`src/rtl/jogador_pkg.sv`:
```
// Shared definitions for the automatic memory-game player.
// State encodings (their values appear on db_estado) and small LED/button helpers.
package jogador_pkg;

  typedef enum logic [3:0] {
    INICIAL     = 4'h0,
    PULSA_JOGAR = 4'h1,
    OBSERVA     = 4'h2,
    PRESSIONA   = 4'h3,
    SOLTA       = 4'h4,
    FIM         = 4'hF
  } estado_t;

  // True when exactly one of the four bits is set.
  function automatic logic eh_one_hot(input logic [3:0] v);
    return (v != 4'b0000) && ((v & (v - 4'd1)) == 4'b0000);
  endfunction

  // Rotate left by one position; turns a correct press into a wrong one.
  function automatic logic [3:0] rotl1(input logic [3:0] v);
    return {v[2:0], v[3]};
  endfunction

endpackage

```
`src/rtl/memoria_jogadas.sv`:
```
// Sequence store for the automatic player.
// Ports: clock/reset; limpa clears the write pointer and overflow flag;
// escreve/dado append one entry; end_leitura/dado_lido form the asynchronous
// read port; contagem is the number of entries held; overflow flags appends
// attempted while full (those entries are dropped).
module memoria_jogadas #(
  parameter  int unsigned MAX_JOGADAS = 16,
  localparam int unsigned CW = $clog2(MAX_JOGADAS + 1),
  localparam int unsigned AW = (MAX_JOGADAS > 1) ? $clog2(MAX_JOGADAS) : 1
) (
  input  logic          clock,
  input  logic          reset,
  input  logic          limpa,
  input  logic          escreve,
  input  logic [3:0]    dado,
  input  logic [CW-1:0] end_leitura,
  output logic [3:0]    dado_lido,
  output logic [CW-1:0] contagem,
  output logic          overflow
);

  logic [3:0]    r_mem [MAX_JOGADAS];
  logic [CW-1:0] r_cont;
  logic          r_overflow;
  logic          w_cheia;
  logic          w_grava;

  assign w_cheia = (r_cont >= CW'(MAX_JOGADAS));
  assign w_grava = escreve && !limpa && !reset && !w_cheia;

  always_ff @(posedge clock) begin
    if (reset || limpa) begin
      r_cont     <= '0;
      r_overflow <= 1'b0;
    end else if (escreve) begin
      if (w_cheia) r_overflow <= 1'b1;
      else         r_cont     <= r_cont + CW'(1);
    end
  end

  always_ff @(posedge clock) begin
    if (w_grava) r_mem[r_cont[AW-1:0]] <= dado;
  end

  assign dado_lido = r_mem[end_leitura[AW-1:0]];
  assign contagem  = r_cont;
  assign overflow  = r_overflow;

endmodule

```
`src/rtl/jogador_automatico.sv`:
```
// Autonomous player for the memory game: pulses jogar, records the LED
// sequence the game presents, then replays it on botoes with fixed
// press/release timing. Optionally corrupts the first press of one round.
// Ports: clock, reset (sync, active-high), habilita, leds, pronto, ganhou,
// perdeu in; jogar, botoes, terminou, venceu and db_* debug outputs out.
module jogador_automatico
  import jogador_pkg::*;
#(
  parameter  int unsigned MAX_JOGADAS  = 16,
  parameter  int unsigned PRESS_CYCLES = 10,
  parameter  int unsigned GAP_CYCLES   = 10,
  parameter  int unsigned QUIET_CYCLES = 20,
  parameter  int unsigned JOGAR_CYCLES = 5,
  parameter  int unsigned ERRO_RODADA  = 0,
  localparam int unsigned CW = $clog2(MAX_JOGADAS + 1)
) (
  input  logic          clock,
  input  logic          reset,
  input  logic          habilita,
  input  logic [3:0]    leds,
  input  logic          pronto,
  input  logic          ganhou,
  input  logic          perdeu,
  output logic          jogar,
  output logic [3:0]    botoes,
  output logic          terminou,
  output logic          venceu,
  output logic          db_overflow,
  output logic [3:0]    db_estado,
  output logic [3:0]    db_rodada,
  output logic [CW-1:0] db_contagem
);

  localparam logic [15:0] T_JOGAR = 16'(JOGAR_CYCLES - 1);
  localparam logic [15:0] T_QUIET = 16'(QUIET_CYCLES - 1);
  localparam logic [15:0] T_PRESS = 16'(PRESS_CYCLES - 1);
  localparam logic [15:0] T_GAP   = 16'(GAP_CYCLES - 1);

  estado_t       r_estado;
  logic          r_jogar;
  logic [3:0]    r_botoes;
  logic          r_terminou;
  logic          r_venceu;
  logic [3:0]    r_rodada;
  logic [3:0]    r_leds_ant;
  logic [CW-1:0] r_indice;
  logic [15:0]   r_timer;

  logic          w_fim_jogo;
  logic          w_segue;
  logic          w_captura;
  logic          w_limpa;
  logic [CW-1:0] w_indice_prox;
  logic          w_ha_proxima;
  logic [CW-1:0] w_end_leitura;
  logic [3:0]    w_dado_lido;
  logic [CW-1:0] w_contagem;
  logic          w_overflow;
  logic [3:0]    w_rodada_prox;
  logic          w_erro;

  assign w_fim_jogo    = (r_estado != INICIAL) && (pronto || ganhou || perdeu);
  assign w_segue       = habilita && !w_fim_jogo;
  assign w_captura     = w_segue && (r_estado == OBSERVA) &&
                         (r_leds_ant == 4'b0000) && eh_one_hot(leds);
  assign w_indice_prox = r_indice + CW'(1);
  assign w_ha_proxima  = (w_indice_prox < w_contagem);
  // Read-ahead: during SOLTA the next entry is presented; elsewhere entry 0.
  assign w_end_leitura = (r_estado == SOLTA) ? w_indice_prox : '0;
  assign w_rodada_prox = (r_rodada == 4'hF) ? 4'hF : r_rodada + 4'd1;
  assign w_erro        = (ERRO_RODADA != 0) && (w_rodada_prox == 4'(ERRO_RODADA));
  // Pointer clear coincides with every FSM transition into OBSERVA.
  assign w_limpa       = w_segue &&
                         (((r_estado == PULSA_JOGAR) && (r_timer == T_JOGAR)) ||
                          ((r_estado == SOLTA) && (r_timer == T_GAP) && !w_ha_proxima));

  memoria_jogadas #(.MAX_JOGADAS(MAX_JOGADAS)) u_memoria (
    .clock       (clock),
    .reset       (reset),
    .limpa       (w_limpa),
    .escreve     (w_captura),
    .dado        (leds),
    .end_leitura (w_end_leitura),
    .dado_lido   (w_dado_lido),
    .contagem    (w_contagem),
    .overflow    (w_overflow)
  );

  always_ff @(posedge clock) begin
    if (reset) r_leds_ant <= '0;
    else       r_leds_ant <= leds;
  end

  always_ff @(posedge clock) begin
    if (reset) begin
      r_estado   <= INICIAL;
      r_jogar    <= 1'b0;
      r_botoes   <= '0;
      r_terminou <= 1'b0;
      r_venceu   <= 1'b0;
      r_rodada   <= '0;
      r_indice   <= '0;
      r_timer    <= '0;
    end else if (!habilita) begin
      r_estado   <= INICIAL;
      r_jogar    <= 1'b0;
      r_botoes   <= '0;
      r_terminou <= 1'b0;
      r_timer    <= '0;
    end else if (w_fim_jogo && (r_estado != FIM)) begin
      r_estado   <= FIM;
      r_jogar    <= 1'b0;
      r_botoes   <= '0;
      r_terminou <= 1'b1;
      r_venceu   <= ganhou;
      r_timer    <= '0;
    end else begin
      case (r_estado)
        INICIAL: begin
          r_estado <= PULSA_JOGAR;
          r_jogar  <= 1'b1;
          r_rodada <= '0;
          r_timer  <= '0;
        end
        PULSA_JOGAR: begin
          if (r_timer == T_JOGAR) begin
            r_estado <= OBSERVA;
            r_jogar  <= 1'b0;
            r_timer  <= '0;
          end else begin
            r_timer <= r_timer + 16'd1;
          end
        end
        OBSERVA: begin
          if (leds != 4'b0000) begin
            r_timer <= '0;
          end else if (w_contagem != '0) begin
            if (r_timer == T_QUIET) begin
              r_estado <= PRESSIONA;
              r_timer  <= '0;
              r_indice <= '0;
              r_rodada <= w_rodada_prox;
              r_botoes <= w_erro ? rotl1(w_dado_lido) : w_dado_lido;
            end else begin
              r_timer <= r_timer + 16'd1;
            end
          end
        end
        PRESSIONA: begin
          if (r_timer == T_PRESS) begin
            r_estado <= SOLTA;
            r_botoes <= '0;
            r_timer  <= '0;
          end else begin
            r_timer <= r_timer + 16'd1;
          end
        end
        SOLTA: begin
          if (r_timer == T_GAP) begin
            r_timer <= '0;
            if (w_ha_proxima) begin
              r_estado <= PRESSIONA;
              r_indice <= w_indice_prox;
              r_botoes <= w_dado_lido;
            end else begin
              r_estado <= OBSERVA;
            end
          end else begin
            r_timer <= r_timer + 16'd1;
          end
        end
        FIM: begin
          r_botoes <= '0;
        end
        default: begin
          r_estado <= INICIAL;
        end
      endcase
    end
  end

  assign jogar       = r_jogar && habilita;
  assign botoes      = w_segue ? r_botoes : 4'b0000;
  assign terminou    = r_terminou;
  assign venceu      = r_venceu;
  assign db_overflow = w_overflow;
  assign db_estado   = r_estado;
  assign db_rodada   = r_rodada;
  assign db_contagem = w_contagem;

endmodule

```
`config.mk`:
```
export PLATFORM = sky130hd
export DESIGN_NAME = jogador_automatico
export DESIGN_NICKNAME = d
export VERILOG_FILES = /design/src/rtl/jogador_pkg.sv /design/src/rtl/memoria_jogadas.sv /design/src/rtl/jogador_automatico.sv
export SDC_FILE = /design/constraint.sdc
export NUM_CORES = 1
export LEC_CHECK = 0
export BUFFER_PORTS_ARGS = -buffer_cell sky130_fd_sc_hd__buf_2
export CAP_MARGIN = 20
export CORE_MARGIN = 2
export CORE_UTILIZATION = 61
export DETAILED_ROUTE_END_ITERATION = 10
export PLACE_DENSITY = 0.8
export SYNTH_ARGS = -nofsm -noshare
export SYNTH_HDL_FRONTEND = slang
export SYNTH_SLANG_ARGS = --single-unit
```
`constraint.sdc`:
```
create_clock -name clock -period 3.7 [get_ports clock]
set_clock_uncertainty 0.05 [all_clocks]
set_input_delay 0.925 -clock clock [delete_from_list [all_inputs] [get_ports clock]]
set_output_delay 0.925 -clock clock [all_outputs]
set_load 0.1 [all_outputs]
```
; Word level (Yosys, flattened, before mapping)
; Memories as Yosys holds them, arrays and structs flattened.
; Cells that the tools add are included.
[classes]
n_lt_le_gt_ge = 2
multipliers = 0
n_eq_ne = 25
bitwise = 4
n_mux = 39
reduce_logical = 47
n_shift = 0
div = 0
add_sub_neg = 5
[ops]
columns = op, n
row1 = $mux 16, 5
row2 = $mux 4, 19
row3 = $pmux 16 s4, 1
row4 = $mux 5, 5
row5 = $pmux 4 s6, 1
row6 = $add 16x1->16 const B, 1
row7 = $eq 16x3->1 const B, 1
row8 = $eq 16x4->1 const B, 1
row9 = $eq 16x5->1 const B, 1
row10 = $pmux 4 s4, 1
row11 = $reduce_bool 4->1, 4
row12 = $logic_and 1x1->1, 15
row13 = $ne 3x1->1 const B, 5
row14 = $reduce_and 7->1, 2
row15 = $logic_not 4->1, 3
row16 = $add 5x1->5 const B, 2
row17 = $pmux 5 s2, 1
row18 = $reduce_and 2->1, 5
row19 = $eq 4x2->1 const B, 2
row20 = $eq 4x4->1 const B, 2
row21 = $ne 2x1->1 const B, 4
row22 = $ne 2x2->1 const B, 4
row23 = $pmux 4 s2, 1
row24 = $reduce_and 8->1, 1
row25 = 20 further kinds, 35
[word_totals]
ram_bits = 64
mem_bits_ro = 0
wordCells = 134
latch_bits = 0
input_bits = 10
register_bits = 46
out_inout_bits = 21
mem_count = 1
[memory_table]
columns = memory, depth, width, rd, rd_ports_with_merged_regs, write_ports, line_no
row1 = u_memoria.r_mem, 16, 4, 1, 0, 1, memoria_jogadas.sv:22  ; logic [3:0] r_mem [MAX_JOGADAS];

; Depth between registers and ports, before layout
[logic_depth]
word_depth = 13
ltp_mapped = 12
mapped_depth_nobuf = 10

; By module
; Synthesis repeated with hierarchy kept, for this count alone.
[hier_totals]
hier_cells = 490
hier_area_um2 = 5526.6
[modules_own_cells]
columns = module, seq_area_each_um2, cells_per_inst, n_inst, area_per_inst_um2
row1 = memoria_jogadas, 2042.0, 163, 1, 2897.8
row2 = jogador_automatico, 800.8, 327, 1, 2628.8

; Least setup slack after synthesis
; OpenSTA, ideal clock, no wires.
[synth_path]
path_type = reg-to-output
from = reg r_estado[2] (netlist: db_estado[2])
to = out botoes[0]
required_ps = 2725
arrival_ps = 2431
setup_slack_ps = 294
stages_incl_launch_ff = 5
path_buffers = 1
cell_sequence = dfxtp_1 buf_2 or4_4 nand2_2 and3_1
[synth_between]
elab_chain_len = 5
[synth_rtl]
columns = element, line_no
row1 = start: declaration, jogador_automatico.sv:39  ; estado_t r_estado;
row2 = start signal: assignment, jogador_automatico.sv:96  ; r_estado <= INICIAL;
row3 = start signal: assignment, jogador_automatico.sv:105  ; r_estado <= INICIAL;
row4 = start signal: assignment, jogador_automatico.sv:111  ; r_estado <= FIM;
row5 = $reduce_bool 4->1, jogador_automatico.sv:62  ; assign w_fim_jogo = (r_estado != INICIAL) && (pronto || ganhou || perdeu);
row6 = $logic_and 1x1->1, jogador_automatico.sv:62
row7 = $logic_not 1->1, jogador_automatico.sv:63  ; assign w_segue = habilita && !w_fim_jogo;
row8 = $logic_and 1x1->1, jogador_automatico.sv:63
row9 = $mux 4, jogador_automatico.sv:183  ; assign botoes = w_segue ? r_botoes : 4'b0000;
row10 = end: declaration, jogador_automatico.sv:25  ; output logic [3:0] botoes,
; Every way passes these cells.

; Worst setup path in the final report
[layout_path]
from = reg r_estado[3] (netlist: db_estado[3])
to = out botoes[1]
; The elaborated chain is that of the path after synthesis.

==> results.txt <==
Status: finished, final reports clean
Async SR Flop Fraction: 0%
Initial antenna violation count: 0
CP max stage delay: 560 ps
DRC viols: 0
Avg Inst Size Synth: 10.5 µm²
Ports: 31
Worst vdd ir: 250 µV
I/O Buffers: 30
Max-Cap Viols: 0
Worst-Skew Late Latency: 380 ps
CTS tree: done
P per Cell Area: 394 nW/µm²
Worst Path Arrival: 2280 ps
First-pass GRT wire length: 21400 µm
Synth Cell Area: 5590 µm²
Final setup fails: 0
Via total after detailed routing: 4364
Clk slew on worst S/H paths: 110 ps
Clock period minus worst slack: 3250 ps
Bufs on Longest Clock Path: 2
Crit path cell chain: or4_4, nand2_2, and3_1, buf_2
Inserted Diodes: 0
Final TNS setup: 0 ps
Clock sink total: 110
Unrepaired setup endpoints after global routing: no
Non-filler instance count after layout: 668
Vias in the first global route: 4225
Leakage: 0.00211 µW
Post-CTS Setup Bufs: 0
RePlAce Congestion: 0.890
Chip Width: 99.7 µm
Rows: 34
Placed insts: 652
Post-synth top area cell: edfxtp_1
All-Layer GR Usage: 27.9%
Die area: 9940 µm²
Starting DRT DRC Count: 325
Initial Util: 63.4%
Hold_buf cts: 0
Routed WL per cell: 19.7 µm
DRT Pass-1 Iters: 5
Buf/Inv on CP: 1
Top cells by count, synth: 66 x nor2_1, 64 x edfxtp_1, 46 x dfxtp_1
Antenna viol nets, final: 0
Htree depth: 3
HP Class: register to register
WL final: 13200 µm
Crit. End Element: output port
Period utilization: 87.9%
Register bit total from synthesis: 110
Final nets: 578
Cell family with most CP delay: simple AND/OR/NAND/NOR gates
Core Area: 8810 µm²
Die Y: 99.7 µm
Synth Instances: 531
Peak Freq: 307 MHz
Worst rel slew slack: 43.3%
Largest net degree at the start of global routing: 23
CP Launch Type: register
TritonCTS buffer count: 9
Final hold violations: 0
Area grow syn2layout: 7.68%
Remaining Overflow, GRT: 0
CP max stage cell: or4_4
Most frequent cell after synthesis: nor2_1
Synthesis Warnings: 0
CTS root buf: clkbuf_8
Synth area leaders: edfxtp_1 34%, dfxtp_1 16%, nor2_1 4.4%
Layout cells sized above 1: 15.2%
Ys flop type: edfxtp_1
Post-CTS Resized: 0
Top-area cell type share of the netlist area: 34.4%
Final Power: 2370 µW
Post-DP HPWL: 9080 µm
Tightest Pin Transition: 849 ps
Cell variety after synth: 79
Number of max-slew violations in the final report: 0
CP Data Required Time: 2720 ps
Syn_nets: 554
Via density: 6.53
Seq/Total Area, Yosys: 50.9%
Crit-path max FO: 18
WS Path Type: register to output port
Post-synth EDFFs: 64
-- stage by stage --
stage / hold slack [ps] / instance area [µm²] / setup slack, ps / util, %
detailed placement: 405 / 5810 / 463 / 66.0
finish: 425 / 6020 / 446 / 68.3
CTS: 431 / 6020 / 452 / 68.3
floorplan: 383 / 5590 / 294 / -
global placement: 399 / 5810 / 522 / 66.0
global route: 444 / 6020 / 319 / 68.3
-- cells by family after synthesis --
family	synth area share (%)
flip-flops	50.9
adder cells (fa/ha/maj)	2.91
XOR/XNOR	3.14
AO/OA/AOI/OAI	13.6
buffers and inverters	4.03
AND/OR/NAND/NOR	21.5
multiplexers	3.96
-- area by class of cell --
| type | count | area [µm²] |
|---|---|---|
| clock buffers | 9 | 124 |
| well taps | 108 | 135 |
| multi-input cells | 373 | 2520 |
| clock inverters | 7 | 78.8 |
| fillers | 670 | 2790 |
| inverters | 19 | 71.3 |
| flip-flops and latches | 110 | 2840 |
| repair buffers | 42 | 240 |
-- tightest hold or removal path: stages (launching register included) --
cell	delay [ps]
dfxtp_1	320
nand3_1	60
o21ai_1	60
-- metal layers --
metal	GRT usage, %	vias to the layer above	wire, µm
met5	0	-	0
met1	38.3	2108	5460
met2	44.2	196	6270
li1	-	2026	-
met3	5.97	34	1060
met4	9.69	0	371
-- registers in the layout (all words and copies together), names as in the netlist --
signal and cells:
u_memoria.r_mem 64, r_timer 16, r_indice 5, u_memoria.contagem 5, db_estado 4, db_rodada 4, r_botoes 4, r_leds_ant 4
r_jogar 1, terminou 1, u_memoria.overflow 1, venceu 1
-- worst paths after layout --
kind / startpoint / end / slack [ps] / cells after the start
hold / removal: r_botoes[3]$_SDFFE_PP0P_ / r_botoes[3]$_SDFFE_PP0P_ / 430 / 2
setup reg to reg: r_indice[0]$_SDFFE_PP0P_ / u_memoria.r_mem[11][0]$_DFFE_PP_ / 580 / 11
setup / recovery: db_estado[3]$_SDFFE_PP0P_ / botoes[1] / 450 / 4
hold reg to reg: r_botoes[3]$_SDFFE_PP0P_ / r_botoes[3]$_SDFFE_PP0P_ / 430 / 2
-- where the power goes --
part | internal (µW) | switching [µW]
registers | 1300 | 11.4
logic | 92.1 | 234
clock network | 275 | 457
total | 1670 | 702
-- cell usage in the layout (no fill, tap or decap), types with 5 or more instances in the layout --
cell	n
nand2b_1	5
nand3_1	32
nor2_1	66
nor3_1	10
dfxtp_1	46
nand4_1	13
o21ai_0	10
buf_2	30
nand2_1	29
inv_1	18
clkbuf_8	9
a211oi_1	10
ha_1	13
a21oi_1	27
nor4_1	7
xnor2_1	17
buf_4	12
nor2b_1	5
mux2i_1	21
edfxtp_1	64
a221oi_1	9
and3_1	14
No activity file was read; power rests on OpenSTA's default activity.
